$ cat config.mk
export PLATFORM = sky130hd
export DESIGN_NAME = spi_shift_engine
export DESIGN_NICKNAME = d
export VERILOG_FILES = /design/src/rtl/spi_shift_engine.sv
export SDC_FILE = /design/constraint.sdc
export NUM_CORES = 1
export LEC_CHECK = 0
export CAP_MARGIN = 20
export CORE_MARGIN = 2
export CORE_UTILIZATION = 56
export CTS_CLUSTER_DIAMETER = 100
export CTS_CLUSTER_SIZE = 20
export DETAILED_ROUTE_END_ITERATION = 10
export PLACE_DENSITY = 0.94
export SYNTH_ARGS = -nofsm -noshare
export SYNTH_HDL_FRONTEND = slang
export SYNTH_SLANG_ARGS = --single-unit
$ cat constraint.sdc
create_clock -name i_clk -period 4.24 [get_ports i_clk]
set_input_delay 0.424 -clock i_clk [delete_from_list [all_inputs] [get_ports i_clk]]
set_output_delay 0.424 -clock i_clk [all_outputs]
set_load 0.01 [all_outputs]
$ cat src/rtl/spi_shift_engine.sv
// Master-mode SPI shift engine: gates the free-running SCLK from the clock generator onto the pin
// for one word, shifting MOSI out MSB-first and assembling the MISO word.
module spi_shift_engine #(
  parameter int DATA_W = 8
) (
  input  logic              i_clk,
  input  logic              i_reset_n,
  input  logic              i_sclk,
  input  logic              i_sclk_rising_edge,
  input  logic              i_sclk_falling_edge,
  input  logic              i_cpol,
  input  logic              i_cpha,
  input  logic              i_mstr,
  input  logic              i_start,
  input  logic [DATA_W-1:0] i_tx_data,
  input  logic              i_spif_clr,
  input  logic              i_miso,
  output logic              o_sclk,
  output logic              o_mosi,
  output logic              o_ss_n,
  output logic              o_busy,
  output logic [DATA_W-1:0] o_rx_data,
  output logic              o_done,
  output logic              o_spif,
  output logic              o_wcol
);

  localparam int CNT_W = $clog2(2*DATA_W) + 1;
  localparam logic [CNT_W-1:0] LAST_EDGE = CNT_W'(2*DATA_W - 1);

  typedef enum logic [1:0] {IDLE, SYNC, XFER, DONE} state_t;

  state_t            state;
  logic [DATA_W-1:0] tx_shift;
  logic [DATA_W-1:0] rx_shift;
  logic [DATA_W-1:0] rx_data;
  logic [CNT_W-1:0]  edge_cnt;
  logic              cpol_l;
  logic              cpha_l;
  logic              mosi;
  logic              ss_n;
  logic              busy;
  logic              done;
  logic              spif;
  logic              wcol;
  logic              lead;
  logic              trail;

  // A coincident trail strobe is dropped so lead always wins.
  assign lead  = cpol_l ? i_sclk_falling_edge : i_sclk_rising_edge;
  assign trail = (cpol_l ? i_sclk_rising_edge : i_sclk_falling_edge) & ~lead;

  // The pin only follows i_sclk once XFER starts at the idle level, so no runt pulses appear.
  always_comb begin
    o_sclk = cpol_l;
    case (state)
      IDLE:    o_sclk = i_cpol;
      XFER:    o_sclk = i_sclk;
      default: o_sclk = cpol_l;
    endcase
  end

  always_ff @(posedge i_clk or negedge i_reset_n) begin
    if (!i_reset_n) begin
      state    <= IDLE;
      tx_shift <= '0;
      rx_shift <= '0;
      rx_data  <= '0;
      edge_cnt <= '0;
      cpol_l   <= 1'b0;
      cpha_l   <= 1'b0;
      mosi     <= 1'b1;
      ss_n     <= 1'b1;
      busy     <= 1'b0;
      done     <= 1'b0;
      spif     <= 1'b0;
      wcol     <= 1'b0;
    end else begin
      done <= 1'b0;
      wcol <= 1'b0;
      if (i_spif_clr) spif <= 1'b0;
      case (state)
        IDLE: begin
          if (i_start && i_mstr) begin
            tx_shift <= i_tx_data;
            rx_shift <= '0;
            cpol_l   <= i_cpol;
            cpha_l   <= i_cpha;
            edge_cnt <= '0;
            busy     <= 1'b1;
            ss_n     <= 1'b0;
            mosi     <= i_cpha ? 1'b1 : i_tx_data[DATA_W-1];
            state    <= SYNC;
          end
        end
        SYNC: begin
          if (i_start) wcol <= 1'b1;
          if (trail) begin
            edge_cnt <= '0;
            state    <= XFER;
          end
        end
        XFER: begin
          if (i_start) wcol <= 1'b1;
          if (lead) begin
            edge_cnt <= edge_cnt + CNT_W'(1);
            if (cpha_l) begin
              mosi     <= tx_shift[DATA_W-1];
              tx_shift <= tx_shift << 1;
            end else begin
              rx_shift <= {rx_shift[DATA_W-2:0], i_miso};
            end
          end else if (trail) begin
            edge_cnt <= edge_cnt + CNT_W'(1);
            if (edge_cnt == LAST_EDGE) begin
              // Final trail: in cpha=1 the last bit is sampled here and folded straight into the result.
              state <= DONE;
              done  <= 1'b1;
              spif  <= 1'b1;
              ss_n  <= 1'b1;
              busy  <= 1'b0;
              mosi  <= 1'b1;
              if (cpha_l) begin
                rx_shift <= {rx_shift[DATA_W-2:0], i_miso};
                rx_data  <= {rx_shift[DATA_W-2:0], i_miso};
              end else begin
                rx_data  <= rx_shift;
              end
            end else if (cpha_l) begin
              rx_shift <= {rx_shift[DATA_W-2:0], i_miso};
            end else begin
              mosi     <= tx_shift[DATA_W-2];
              tx_shift <= tx_shift << 1;
            end
          end
        end
        DONE: begin
          spif  <= 1'b1;
          state <= IDLE;
        end
        default: state <= IDLE;
      endcase
    end
  end

  assign o_mosi    = mosi;
  assign o_ss_n    = ss_n;
  assign o_busy    = busy;
  assign o_rx_data = rx_data;
  assign o_done    = done;
  assign o_spif    = spif;
  assign o_wcol    = wcol;

endmodule

==> impl_metrics.tcl, run 1 <==
set metrics [dict create \
    yosys.cell_types.count 46 \
    clkSinkCount 39 \
    p_sw_uw 558 \
    power_density_mw_per_mm2 609 \
    fp.dieW_um 63.9 \
    grt_antenna_before_repair 0 \
    drtPass1Iterations 4 \
    htree_levels 2 \
    drtAntennaViolNets 0 \
    grt_overflow 0 \
    place_congestion 0.812 \
    drc 0 \
    synth_top_area_cell "dfrtp_1" \
    finalNetCount 239 \
    setup_tns_ns 0 \
    yosysMostFrequentCell "dfrtp_1" \
    synth-edff-count 0 \
    pwr-share-comb_pct 45.4 \
    cts_post_setup_buffers_inserted 0 \
    worstMarginPinSlew_ns 1.06 \
    hold_ws_ns 0.154 \
    dp_slack_ns 1.29 \
    avgSynthCellArea_um2 11.2 \
    setup_ws_ns 1.15 \
    vias_per_cell 5.73 \
    yosys_warnings 0 \
    netlist_instances 180 \
    place_inst 252 \
    maxCapViolations 0 \
    first_iter_violations 63 \
    wl_per_cell_um 15.1 \
    setup_viol 0 \
    dpl_cell_area_mm2 0.00236 \
    syn_area_mm2 0.00201 \
    crit_family "buffers and inverters" \
    n_fill_cell 229 \
    worstPathMaxFanout 27 \
    grt_max_degree 40 \
    seqCellArea_um2 978 \
    cts_root_buf "clkbuf_4" \
    finalInstanceArea_mm2 0.00244 \
    start_util_pct 59.2 \
    pwr-share-clk_pct 16.8 \
    insertion_delay_ns 0.35 \
    finalCritPeriodShare_pct 73.0 \
    cts-buffers-inserted 5 \
    fin_cells 260 \
    synth_commonest_cells "dfrtp_1 (37), nor2_1 (14), mux2i_1 (11)" \
    post_cts_resized 0 \
    fmax_mhz 323 \
    hold_class "input pin to asynchronous set/reset pin" \
    cp_slowest_cell "ha_1" \
    reg2reg_from "state[0]$_DFFE_PN0P_" \
    ys_seq_area_share_pct 48.7 \
    critPathLaunch "state[0]$_DFFE_PN0P_" \
    power.internal_uw 930 \
    grt_usage_pct 22.2 \
    slew_headroom_pct 29.3 \
    status "finished, final reports clean" \
    synth_top_area_share_pct 46.1 \
    async_flop_share_pct 100 \
    timing_worst_setup_path_type "register to output port" \
    synthFlopType "dfrtp_1" \
    portBuffers 33 \
    ys_ff_latch 39 \
    clk_pin_slew_ns 0.12 \
    path_cells "inv_1 > ha_1 > or2_2 > o21ai_0 > clkdlybuf4s50_1" \
    area_growth_pct 21.6 \
    switching_share_pct 37.5 \
    pin_count 34 \
    rows 21 \
    cts_buffer_depth 2 \
    p_seq_share_pct 37.9 \
    ctsHoldBuffers 0 \
    worst_setup_path_start_kind "register" \
    crit_path_max_incr_delay_ns 0.57 \
    p_leak_uw 0.00107 \
    multi_input_area_um2 970 \
    wirelength_um 3940 \
    grt_pass1_vias 1483 \
    n_antenna_cell 0 \
    via_count 1490 \
    die_h_um 63.9 \
    rsz0062_at_grt "no" \
    layout-drive-gt1-share_pct 14.5 \
    synth_nets 206 \
    clock_skew_ns 0.00958 \
    core_mm2 0.00339 \
    cts_tree "yes" \
    synthTopCellsByArea "dfrtp_1 (46%), mux2_2 (5.6%), mux2i_1 (5.5%)" \
    die_area_mm2 0.00408 \
    fin_crit_ns 3.09 \
    finalHoldViolations 0 \
    grt_pass1_wl_um 6890 \
    required_ns 3.82 \
    peakVddDrop_mv 0.400 \
    endpoint_kind "output port" \
    dp_hpwl_um 2870 \
    final_max_slew_viol_count 0 \
    critPathArrivalTime_ns 2.67 \
    critPathBufInv 2 \
]
==> through the flow <==
stage / total power, uW / utilization [%]
floorplan: 1060 / -
global placement: 1210 / 69.7
detailed placement: 1250 / 69.7
CTS: 1490 / 72.1
global route: 1590 / 72.1
finish: 1490 / 72.1
==> area by class of cell <==
type                    count  area share (%)
inverters                   8            1.23
flip-flops and latches     39            40.1
clock inverters             3            1.79
clock buffers               5            1.54
multi-input cells         126            39.7
well taps                  46            2.36
repair buffers             33            13.3
==> final timing paths <==
check / to / slack (ns) / depth (start not counted)
setup / recovery: o_sclk / 1.15 / 5
hold / removal: edge_cnt[1]$_DFFE_PN0P_ / 0.15 / 1
setup reg to reg: tx_shift[6]$_DFFE_PN0P_ / 1.22 / 6
hold reg to reg: o_spif$_DFF_PN0_ / 0.50 / 1
max in group asynchronous: rx_shift[0]$_DFFE_PN0P_ / 3.54 / 1
min in group i_clk: o_spif$_DFF_PN0_ / 0.50 / 1
==> power by group through the flow <==
stage	Combinational, uW	Sequential, uW	Clock [uW]
after detailed placement	671	574	0
after floorplan	517	538	0
final	675	563	249
after global placement	641	566	0
after CTS	675	565	252
after global routing	740	582	270
==> placed cells by master (no fill, tap or decap), types with 2 or more instances in the layout <==
| cell type | count |
|---|---|
| a21oi_1 | 10 |
| a22o_1 | 7 |
| a22oi_1 | 2 |
| a2bb2oi_1 | 2 |
| and3_1 | 2 |
| clkbuf_4 | 5 |
| clkdlybuf4s50_1 | 32 |
| dfrtp_1 | 37 |
| dfstp_2 | 2 |
| ha_1 | 7 |
| inv_1 | 8 |
| mux2_1 | 7 |
| mux2_2 | 10 |
| mux2i_1 | 11 |
| nand2_1 | 6 |
| nand2b_1 | 2 |
| nand3_1 | 5 |
| nand3b_1 | 3 |
| nor2_1 | 14 |
| o211ai_1 | 3 |
| o21ai_0 | 2 |
| o21ai_1 | 8 |
| or2_2 | 2 |
| or3_1 | 2 |
==> flip-flops by register name, summed over array words and instances (netlist names) <==
signal,cells
o_rx_data,8
rx_shift,8
tx_shift,8
edge_cnt,5
state,2
cpha_l,1
cpol_l,1
o_busy,1
o_done,1
o_mosi,1
o_spif,1
o_ss_n,1
o_wcol,1
==> layer usage <==
| metal | wire (um) | track usage [%] | share of wire, % |
|---|---|---|---|
| met2 | 1950 | 37.2 | 50 |
| met3 | 162 | 4.40 | 4.1 |
| met5 | 0 | 0 | 0 |
| met4 | 65 | 8.97 | 1.7 |
| met1 | 1750 | 28.1 | 45 |
==> worst register-to-register path, cell delays in order, from the launching register on <==
cell	delay (ns)
dfrtp_1	0.44
inv_1	0.12
ha_1	0.87
inv_1	0.37
o311ai_2	0.61
a21oi_4	0.13
mux2_1	0.38
==> cells by family after synthesis <==
group	synth area share (%)
AO/OA/AOI/OAI	16.4
XOR/XNOR	0.436
adder cells (fa/ha/maj)	4.36
buffers and inverters	2.99
flip-flops	48.7
multiplexers	15.7
AND/OR/NAND/NOR	11.4
Note: power is estimated with default switching activity, not from simulation.
==> run 2, diff against run 1 <==
CORE_UTILIZATION = 47   (was 56)
PLACE_DENSITY = 0.85   (was 0.94)
clock period = 2.8 ns   (was 4.24 ns; I/O delays follow)
==> run 2 against run 1 <==
Critical path depth grew 1. Die area grew 18%. Flip-flop and latch count is the same. Core utilization shrank 10 points. Wire length grew 0.41%. Sequential power grew 53%. Setup slack lost 0.90 ns. Hold slack lost 0.075 ns. Final cell count grew 2.3%. Critical path type unchanged. Critical endpoint unchanged.
==> impl_metrics.tcl, run 2 (synthesized netlist as in run 1, its figures left out) <==
set metrics [dict create \
    grt_overflow 0 \
    rsz0062_at_grt "no" \
    finalCritPeriodShare_pct 91.2 \
    die_area_mm2 0.00481 \
    p_leak_uw 0.00110 \
    drtPass1Iterations 4 \
    grt_pass1_wl_um 6910 \
    fmax_mhz 392 \
    dr_wl_met3_um 153 \
    n_fill_cell 329 \
    core_mm2 0.00406 \
    dp_hpwl_um 2860 \
    clock_skew_ns 0.00520 \
    wl_per_cell_um 14.9 \
    final_common_cell "dfrtp_1" \
    peakVddDrop_mv 0.516 \
    pwr-share-comb_pct 43.3 \
    grt_antenna_before_repair 0 \
    status "finished, final reports clean" \
    setup_viol 0 \
    worstPathMaxFanout 17 \
    ctsHoldBuffers 0 \
    area_growth_pct 24.4 \
    endpoint_kind "output port" \
    worstMarginPinSlew_ns 0.836 \
    die_h_um 69.4 \
    drtAntennaViolNets 0 \
    htree_levels 2 \
    cts_buffer_depth 2 \
    cts-buffers-inserted 5 \
    wl_met2_um 1960 \
    n_antenna_cell 0 \
    grt_pass1_vias 1512 \
    required_ns 2.52 \
    drc 0 \
    insertion_delay_ns 0.30 \
    first_iter_violations 86 \
    fp.dieW_um 69.4 \
    switching_share_pct 35.9 \
    wirelength_um 3950 \
    grt_usage_pct 18.2 \
    place_inst 258 \
    finalHoldViolations 0 \
    total_power_uw 2370 \
    rows 23 \
    grt_max_degree 40 \
    cts_root_buf "clkbuf_8" \
    fin_crit_ns 2.55 \
    portBuffers 33 \
    vias_per_cell 5.56 \
    met1_length_um 1760 \
    slew_headroom_pct 44.2 \
    via_count 1479 \
    hold_class "input pin to asynchronous set/reset pin" \
    power.internal_uw 1520 \
    final_cell_mix "dfrtp_1 (37), clkdlybuf4s50_1 (32), nor2_1 (14)" \
    p_sw_uw 852 \
    clkSinkCount 39 \
    maxCapViolations 0 \
    start_util_pct 49.5 \
    finalNetCount 241 \
    cts_tree "yes" \
    critPathArrivalTime_ns 2.27 \
    layout-drive-gt1-share_pct 15.3 \
    top_layer_used "met4" \
    timing_worst_setup_path_type "register to output port" \
    worst_setup_path_start_kind "register" \
    pwr-share-clk_pct 20.5 \
    place_congestion 0.784 \
    p_seq_share_pct 36.2 \
    setup_tns_ns 0 \
    post_cts_resized 0 \
    final_max_slew_viol_count 0 \
    clk_pin_slew_ns 0.08 \
    cts_post_setup_buffers_inserted 0 \
    pin_count 34 \
    power_density_mw_per_mm2 950 \
    fin_cells 266 \
    fin_util_pct 61.6 \
]
==> run 2: cell types whose count changed in the layout (fill, tap and decap cells not counted), sizes merged <==
cell / before / now
buf: 1 / 3
clkinv: 2 / 1
clkbuf: 5 / 6
==> run 2: cell type report <==
type	instances	area [um2]	area share (%)
timing repair buffer	35	340	13.6
tap	50	62.6	2.50
clock inverter	2	35.0	1.40
inverter	8	30.0	1.20
multi-input combinational	126	970	38.8
clock buffer	6	82.6	3.30
sequential	39	978	39.2
==> run 2: critical path, cell delays in order, from the launching register on <==
cell	delay (ns)
dfrtp_1	0.42
inv_1	0.13
ha_1	0.36
buf_4	0.31
a22oi_1	0.12
o21ai_0	0.08
clkdlybuf4s50_1	0.57
==> run 2: power groups by stage <==
| stage | Combinational [uW] | Clock (uW) | Sequential (uW) |
|---|---|---|---|
| 3_3_place_gp | 1000 | 0 | 857 |
| 3_5_place_dp | 1030 | 0 | 870 |
| 6_report | 1030 | 487 | 860 |
| 4_1_cts | 1030 | 496 | 861 |
| 5_1_grt | 1130 | 529 | 891 |
| 2_1_floorplan | 783 | 0 | 814 |
==> run 2: metrics by stage <==
step / hold WS (ns) / setup WS, ns / area (um2)
final: 0.0790 / 0.246 / 2500
after global routing: 0.140 / 0.0712 / 2500
after CTS: 0.106 / 0.226 / 2500
after detailed placement: 0.428 / 0.518 / 2380
after global placement: 0.433 / 0.596 / 2380
after floorplan: -0.0156 / 0.833 / 2010
==> run 2: final timing paths <==
check / startpoint / to / slack (ns) / cells after the start
setup / recovery: state[0]$_DFFE_PN0P_ / o_sclk / 0.25 / 6
hold / removal: i_reset_n / tx_shift[3]$_DFFE_PN0P_ / 0.08 / 1
setup reg to reg: state[0]$_DFFE_PN0P_ / tx_shift[1]$_DFFE_PN0P_ / 0.49 / 6
hold reg to reg: tx_shift[3]$_DFFE_PN0P_ / tx_shift[3]$_DFFE_PN0P_ / 0.50 / 1
max in group asynchronous: i_reset_n / rx_shift[5]$_DFFE_PN0P_ / 2.19 / 1
min in group i_clk: tx_shift[3]$_DFFE_PN0P_ / tx_shift[3]$_DFFE_PN0P_ / 0.50 / 1
==> run 2: per-layer routing <==
metal	global-route usage, %	vias up
met5	0	-
met4	8.06	0
met3	4.36	7
met2	30.1	29
met1	22.6	721
li1	-	722
==> run 3, diff against run 2 <==
ABC_CLOCK_PERIOD_IN_PS = 2800   (was not set)
==> results of run 3 <==
The final DEF is identical to that of run 2; final timing and power are the same.
